===== src/rtl/fifo_tx_pkg.sv =====
// fifo_tx_pkg: shared FSM states, parity encodings and idle line level for the FIFO-fed UART transmitter
package fifo_tx_pkg;
  typedef enum logic [2:0] {S_IDLE, S_READ, S_WAIT, S_START, S_DATA, S_PARITY, S_STOP} state_t;
  localparam int PAR_NONE = 0;
  localparam int PAR_EVEN = 1;
  localparam int PAR_ODD = 2;
  localparam logic IDLE_LVL = 1'b1;
endpackage


===== src/rtl/fifo_uart_tx_baud_counter.sv =====
// baud_counter: bit-period counter 0..CLKS_PER_BIT-1 (clk, reset, i_clr in; o_bit_end last cycle, o_pre_end one before)
module baud_counter #(
  parameter int CLKS_PER_BIT = 16
) (
  input  logic clk,
  input  logic reset,
  input  logic i_clr,
  output logic o_bit_end,
  output logic o_pre_end
);
  localparam int W = CLKS_PER_BIT > 1 ? $clog2(CLKS_PER_BIT) : 1;
  logic [W-1:0] r_cnt;
  assign o_bit_end = r_cnt == W'(CLKS_PER_BIT - 1);
  assign o_pre_end = r_cnt == W'(CLKS_PER_BIT - 2);
  always_ff @(posedge clk)
    r_cnt <= (reset || i_clr || o_bit_end) ? '0 : r_cnt + 1'b1;
endmodule


===== src/rtl/fifo_uart_tx.sv =====
// fifo_uart_tx: pops FIFO bytes (REN/fifo_data/empty) and sends them as serial frames on tx (busy, frame_done status)
module fifo_uart_tx import fifo_tx_pkg::*; #(
  parameter int CLKS_PER_BIT = 16,
  parameter int PARITY = PAR_NONE,
  parameter int STOP_BITS = 1
) (
  input  logic       clk,
  input  logic       reset,
  input  logic       enable,
  input  logic       empty,
  input  logic [7:0] fifo_data,
  output logic       REN,
  output logic       tx,
  output logic       busy,
  output logic       frame_done
);
  state_t r_state;
  logic [7:0] r_shift;
  logic [2:0] r_idx;
  logic r_par;
  logic r_tx;
  logic r_done;
  logic w_bit_end;
  logic w_pre_end;
  logic w_clr;
  logic w_last_stop;
  assign w_clr = r_state inside {S_IDLE, S_READ, S_WAIT};
  assign w_last_stop = r_idx == 3'(STOP_BITS - 1);
  assign REN = r_state == S_READ;
  assign busy = r_state != S_IDLE;
  assign tx = r_tx;
  assign frame_done = r_done;
  baud_counter #(.CLKS_PER_BIT(CLKS_PER_BIT)) u_baud (
    .clk       (clk),
    .reset     (reset),
    .i_clr     (w_clr),
    .o_bit_end (w_bit_end),
    .o_pre_end (w_pre_end)
  );
  // tx is registered, so each transition loads the level of the state being entered
  always_ff @(posedge clk) begin
    if (reset) begin
      r_state <= S_IDLE;
      r_shift <= '0;
      r_idx <= '0;
      r_par <= 1'b0;
      r_tx <= IDLE_LVL;
      r_done <= 1'b0;
    end else begin
      r_done <= r_state == S_STOP && w_last_stop && w_pre_end;
      case (r_state)
        S_IDLE: begin
          r_tx <= IDLE_LVL;
          if (enable && !empty) r_state <= S_READ;
        end
        S_READ: r_state <= S_WAIT;
        S_WAIT: begin
          r_shift <= fifo_data;
          r_par <= PARITY == PAR_ODD ? ~^fifo_data : ^fifo_data;
          r_idx <= '0;
          r_tx <= 1'b0;
          r_state <= S_START;
        end
        S_START: if (w_bit_end) begin
          r_tx <= r_shift[0];
          r_state <= S_DATA;
        end
        S_DATA: if (w_bit_end) begin
          r_shift <= r_shift >> 1;
          if (r_idx == 3'd7) begin
            r_idx <= '0;
            r_tx <= PARITY != PAR_NONE ? r_par : IDLE_LVL;
            r_state <= PARITY != PAR_NONE ? S_PARITY : S_STOP;
          end else begin
            r_idx <= r_idx + 1'b1;
            r_tx <= r_shift[1];
          end
        end
        S_PARITY: if (w_bit_end) begin
          r_tx <= IDLE_LVL;
          r_state <= S_STOP;
        end
        S_STOP: if (w_bit_end) begin
          r_idx <= w_last_stop ? '0 : r_idx + 1'b1;
          if (w_last_stop) r_state <= S_IDLE;
        end
        default: r_state <= S_IDLE;
      endcase
    end
  end
endmodule


===== config.mk =====
export PLATFORM = sky130hd
export DESIGN_NAME = fifo_uart_tx
export DESIGN_NICKNAME = d
export VERILOG_FILES = /design/src/rtl/fifo_tx_pkg.sv /design/src/rtl/fifo_uart_tx_baud_counter.sv /design/src/rtl/fifo_uart_tx.sv
export SDC_FILE = /design/constraint.sdc
export NUM_CORES = 1
export LEC_CHECK = 0
export ABC_CLOCK_PERIOD_IN_PS = 1900
export BUFFER_PORTS_ARGS = -buffer_cell sky130_fd_sc_hd__buf_2
export CORE_MARGIN = 3
export CORE_UTILIZATION = 55
export DETAILED_ROUTE_END_ITERATION = 16
export GPL_ROUTABILITY_DRIVEN = 0
export PLACE_DENSITY = 0.74
export SETUP_SLACK_MARGIN = 0.5
export SLEW_MARGIN = 10
export SYNTH_ARGS = -nofsm -noshare
export SYNTH_HDL_FRONTEND = slang
export SYNTH_HIERARCHICAL = 1
export SYNTH_SLANG_ARGS = --single-unit

===== constraint.sdc =====
create_clock -name clk -period 1.9 [get_ports clk]
set_input_delay 0.095 -clock clk [delete_from_list [all_inputs] [get_ports clk]]
set_output_delay 0.095 -clock clk [all_outputs]
set_load 0.01 [all_outputs]

# Yosys cells after proc, flatten, opt, wreduce, memory -nomap -nowiden
# Index checks and enable logic that the tools add are counted.
dict set report word_totals {
  reg_bits 20
  in_bits 12
  output_inout_bits 4
  elab_cells 61
}
dict set report op_classes {
  add_sub_neg 2
  n_eq_ne 16
  mux 20
  reduce_logical 17
}
# cell n
set op_table {}
lappend op_table {{$mux W3} 11}
lappend op_table {{$pmux W3 S7} 1}
lappend op_table {{$pmux W8 S2} 1}
lappend op_table {{$eq A3 B3 Y1 const B} 4}
lappend op_table {{$ne A2 B1 Y1 const B} 5}
lappend op_table {{$pmux W3 S3} 1}
lappend op_table {{$reduce_bool A3 Y1} 3}
lappend op_table {{$eq A4 B4 Y1 const B} 2}
lappend op_table {{$mux W8} 1}
lappend op_table {{$reduce_and A7 Y1} 1}
lappend op_table {{$eq A3 B2 Y1 const B} 2}
lappend op_table {{$logic_not A3 Y1} 2}
lappend op_table {{$pmux W1 S5} 1}
lappend op_table {{$reduce_bool A5 Y1} 1}
lappend op_table {{$add A4 B1 Y4 const B} 1}
lappend op_table {{$mux W1} 4}
lappend op_table {{$ne A2 B2 Y1 const B} 2}
lappend op_table {{$reduce_and A4 Y1} 1}
lappend op_table {{$add A3 B1 Y3 const B} 1}
lappend op_table {{$eq A3 B1 Y1 const B} 1}
lappend op_table {{$logic_and A1 B1 Y1} 3}
lappend op_table {{$reduce_and A3 Y1} 1}
lappend op_table {{$logic_or A1 B1 Y1} 2}
lappend op_table {{$reduce_and A2 Y1} 1}
lappend op_table {{2 further kinds} 2}

# Depth between registers and ports, before layout
dict set report logic_depth {
  depth_word 4
  mapped_depth 7
  ltp_nobuf 6
}

# Cells and area by module
# Netlist, hierarchy kept.
# mod instances cells_per_inst area_per_inst_um2 seq_area_each_um2
set modules_own_cells {}
lappend modules_own_cells {fifo_uart_tx 1 113 982.2 320.3}
lappend modules_own_cells {baud_counter 1 17 180.2 80.1}

# Least setup slack after synthesis
# OpenSTA, ideal clock, no wires.
dict set report synth_path {
  path_kind {register to register}
  from {register u_baud.r_cnt[0]}
  to {register r_tx, in the netlist tx}
  setup_ns 0.120
  arrival_time_ns 1.458
  required_time_ns 1.780
  path_slack_ns 0.322
  stages_incl_launch_ff 8
  path_buffers 1
  period_less_slack_ns 1.578
  path_cell_list {dfxtp_1 ha_1 and3_4 buf_2 a21boi_0 o21a_1 a211oi_1 a211o_1}
}
dict set report synth_via {
  elab_chain_cells 3
  word_cells_on_any_way 5
  classes_between {4 x eq/ne; 1 x reduce/logical}
}
# element line
set synth_rtl {}
lappend synth_rtl {{from (decl)} fifo_uart_tx_baud_counter.sv:12} ;# logic [W-1:0] r_cnt;
lappend synth_rtl {{from (signal assigned)} fifo_uart_tx_baud_counter.sv:16} ;# r_cnt <= (reset || i_clr || o_bit_end) ? '0 : r_cnt + 1'b1;
lappend synth_rtl {{$eq A4 B4 Y1 *} fifo_uart_tx_baud_counter.sv:13} ;# assign o_bit_end = r_cnt == W'(CLKS_PER_BIT - 1);
lappend synth_rtl {{named net w_bit_end} fifo_uart_tx.sv:23} ;# logic w_bit_end;
lappend synth_rtl {{$ne A2 B1 Y1 (no line)} n/a}
lappend synth_rtl {{$reduce_and A4 Y1 (no line) *} n/a}
lappend synth_rtl {{to (signal assigned)} fifo_uart_tx.sv:65} ;# r_tx <= r_shift[0];
lappend synth_rtl {{to (signal assigned)} fifo_uart_tx.sv:72} ;# r_tx <= PARITY != PAR_NONE ? r_par : IDLE_LVL;
lappend synth_rtl {{to (signal assigned)} fifo_uart_tx.sv:76} ;# r_tx <= r_shift[1];
lappend synth_rtl {{to (decl)} fifo_uart_tx.sv:21} ;# logic r_tx;
# The timed path passes the listed nets; every way through them passes the cells marked *.
# A chain may end at the register's enable or synchronous reset.

# Final worst setup path
dict set report layout_path {
  from {register r_idx[0]}
  to {register r_state[0]}
}
dict set report layout_via {
  elab_chain_cells 3
  word_cells_on_any_way 5
  classes_between {3 x eq/ne; 2 x reduce/logical}
}
# element line
set layout_rtl {}
lappend layout_rtl {{from (decl)} fifo_uart_tx.sv:19} ;# logic [2:0] r_idx;
lappend layout_rtl {{from (signal assigned)} fifo_uart_tx.sv:75} ;# r_idx <= r_idx + 1'b1;
lappend layout_rtl {{from (signal assigned)} fifo_uart_tx.sv:84} ;# r_idx <= w_last_stop ? '0 : r_idx + 1'b1;
lappend layout_rtl {{$eq A3 B3 Y1 or $logic_not A3 Y1 (tied branches)} {fifo_uart_tx.sv:70, fifo_uart_tx.sv:28}}
lappend layout_rtl {{$ne A2 B2 Y1 (no line)} n/a}
lappend layout_rtl {{$reduce_and A7 Y1 (no line) *} n/a}
lappend layout_rtl {{to (signal assigned)} fifo_uart_tx.sv:73} ;# r_state <= PARITY != PAR_NONE ? S_PARITY : S_STOP;
lappend layout_rtl {{to (decl)} fifo_uart_tx.sv:17} ;# state_t r_state;
# Every way passes the cells marked *; elsewhere a longest branch is shown, timed or not.

==> flow_summary.toml <==
[pwr]
p_total_uw = 1410
combPwrFrac = 0.442
p_sw_frac = 0.357
p_leak_uw = 0.000610
seqPwrFrac = 0.419
p_sw_uw = 502
p_per_area_mw_per_mm2 = 940
p_clk_frac = 0.139
irDropWorstVdd_mv = 0.596
p_int_uw = 906

[critical_path]
cp-start-kind = "flop"
cp-end-kind = "flop"
critPathMaxFanout = 4
path_cells = "ha_1 > ha_1 > o21ai_0 > a2bb2oi_1 > a21oi_1 > a31o_1"
max_stage_delay_ns = 0.38
required_ns = 2.10
arrival_ns = 1.71
cp_num_buf_inv = 0
cp_top_family = "compound AO/OA/AOI/OAI gates"
rr_worst_depth = 6
crit_path_top_delay_cell = "dfxtp_1"
cp_num_cells = 6
cp_common_cell = "ha_1"
path_class = "flop to flop"

[routing]
drtIter0Drc = 11
wire_per_inst_um = 14.6
drc = 0
vias_per_cell = 5.59
wirelength_um = 2690
vias = 1028
first_pass_iters = 4
ant_nets = 0

[synthesis]
async_flop_share = 0
synth-compound-area-share = 0.219
synthTopCellsByCount = "dfxtp_1 (20), nor2_1 (13), a21oi_1 (9), mux2i_1 (7)"
yosysWarnings = 6
synth-xor-area-share = 0.0226
synthFlopType = "dfxtp_1"
yosysMostFrequentCell = "dfxtp_1"
synth_edf_count = 0
synth-seq-cells = 20
seq_area_frac_synth = 0.344
synth_top_family_by_area = "simple AND/OR/NAND/NOR gates"
synth.area.top_cells = "dfxtp_1 (34%), mux2i_1 (6.0%), ha_1 (5.4%), nor2_1 (4.2%), a21oi_1 (3.9%)"
avgSynthCellArea_sq_um = 8.94
yosysTopAreaCell = "dfxtp_1"
syn_area_sq_mm = 0.00116
yosysUniqueCellTypes = 45
synth_cells = 130
yosys.area.top_type_share = 0.344
yosys.area_share.simple = 0.235
synth-adder-area-share = 0.0538
synthMuxAreaShare = 0.0603
syn_nets = 147

[final_layout]
drive_above_1_share = 0.408
syn_to_final_growth_pct = 28.8
finalNetCount = 176
stdcell_count = 184
finalInstanceArea_sq_mm = 0.00150
nFillCells = 144
antenna_cells = 0

[clock_tree]
cts_root_buffer = "clkbuf_4"
cts_made_buffers = 3
hold_buffers = 0
cts.sink_count = 20
h-tree-depth = 1
clk_pin_slew_worst_paths_ns = 0.11
worstSkewPairLatency_ns = 0.29
clockBufferDepth = 2
cts_tree = "built"

[floorplan]
row_count = 16
die_w_um = 52.0
die_area_sq_mm = 0.00270
die_h_um = 52.0
io_pins = 16
start_util = 0.586
fp.coreArea_sq_mm = 0.00198

[sta]
fin_crit_sh = 0.794
drv_slew = 0
finalSetupViolations = 0
worst_slack_ns = 0.392
fin_setup_tns_ns = 0
relSlewSlack = 0.729
period_needed_ns = 1.51
fmax_ghz = 0.663
rsz0062_at_grt = "yes"
finalClockSkew_ns = 0.00468
finalHoldViolations = 0
worstMarginPinSlew_ns = 0.407

[placed_design]
io_buffers = 15
dpl.cell_count = 166
place_area_sq_mm = 0.00126
place_ws_ns = 0.139
place_hpwl_um = 1620

[global_route]
overflow = 0
grtUsageTotal = 0.207
grt_max_degree = 20
antenna_found_initial = 0
grt_pass1_vias = 940
grt_first_pass_wirelength_um = 4170

[worst_hold_path]
hold_path.class = "input pin to flop"
whs_path_depth = 3

[outcome]
status = "complete, no violations"

[flow_run]
drv_cap = 0
## path summary, 6_finish.rpt
check	startpoint	end	slack (ns)
max	r_idx[0]	r_state[0]	0.39
min	fifo_data[7]	r_shift[7]	0.08
max reg2reg	r_idx[0]	r_state[0]	0.39
min reg2reg	tx	tx	0.48
## metrics by stage
stage          hold WS (ns)   util
6_report             0.0774  0.756
5_1_grt              0.0767  0.756
4_1_cts              0.0738  0.694
3_5_place_dp          0.391  0.635
3_3_place_gp          0.383  0.635
2_1_floorplan         0.172      -
## sequential cells by signal, indices dropped and copies added (netlist names)
| register | cells |
|---|---|
| frame_done | 1 |
| r_idx | 3 |
| r_shift | 8 |
| r_state | 3 |
| tx | 1 |
| u_baud/r_cnt | 4 |
## per-layer routing
layer,part of all wire,track usage,vias to the layer above
li1,-,-,517
met1,0.45,0.259,492
met2,0.51,0.351,13
met3,0.020,0.0344,6
met4,0.012,0.0786,0
met5,0,0,-
## cell families (layout without fill, tap and decap cells)
family                   Yosys count  in the layout
buffers and inverters             15             42
flip-flops                        20             20
AO/OA/AOI/OAI                     35             35
multiplexers                       7              7
XOR/XNOR                           3              3
AND/OR/NAND/NOR                   45             45
adder cells (fa/ha/maj)            5              5
## worst reg2reg max path, stage by stage (launching register included)
cell and delay, ns:
dfxtp_1 0.38, ha_1 0.17, ha_1 0.24, o21ai_0 0.12
a2bb2oi_1 0.21, a21oi_1 0.10, a31o_1 0.19
## power groups by stage
stage	logic [uW]	clock network, uW	registers, uW
after floorplan	382	0	553
after global placement	446	0	582
after detailed placement	460	0	591
after CTS	512	201	596
after global routing	672	228	602
final	622	196	590
## area by class of cell
cell class / instances / area [sq um] / share of cell area
clock buffers: 3 / 22.5 / 0.0150
multi-input cells: 95 / 752 / 0.502
flip-flops and latches: 20 / 412 / 0.275
well taps: 27 / 33.8 / 0.0226
repair buffers: 34 / 259 / 0.173
inverters: 5 / 18.8 / 0.0125
## cells in the final DEF (no fill, tap or decap), types with 2 or more instances in the layout
cell	instances
a211o_1	2
a211oi_1	3
a211oi_2	5
a21oi_1	8
buf_12	3
buf_2	15
buf_4	15
clkbuf_4	3
dfxtp_1	15
dfxtp_2	3
dfxtp_4	2
ha_1	4
inv_1	5
mux2i_1	7
nand2_1	5
nand2b_1	4
nand3_1	2
nor2_1	10
nor2_2	4
nor2b_1	5
nor3_1	3
o21ai_0	4
or3_4	2
xor2_1	2
## repair_timing
item                                    in CTS  in global routing
pin swaps                                    3                  9
buffers inserted                             8                  7
endpoints found under the setup margin      18                 18
gates resized for setup                      7                 14
No activity file was read; power rests on OpenSTA's default activity.
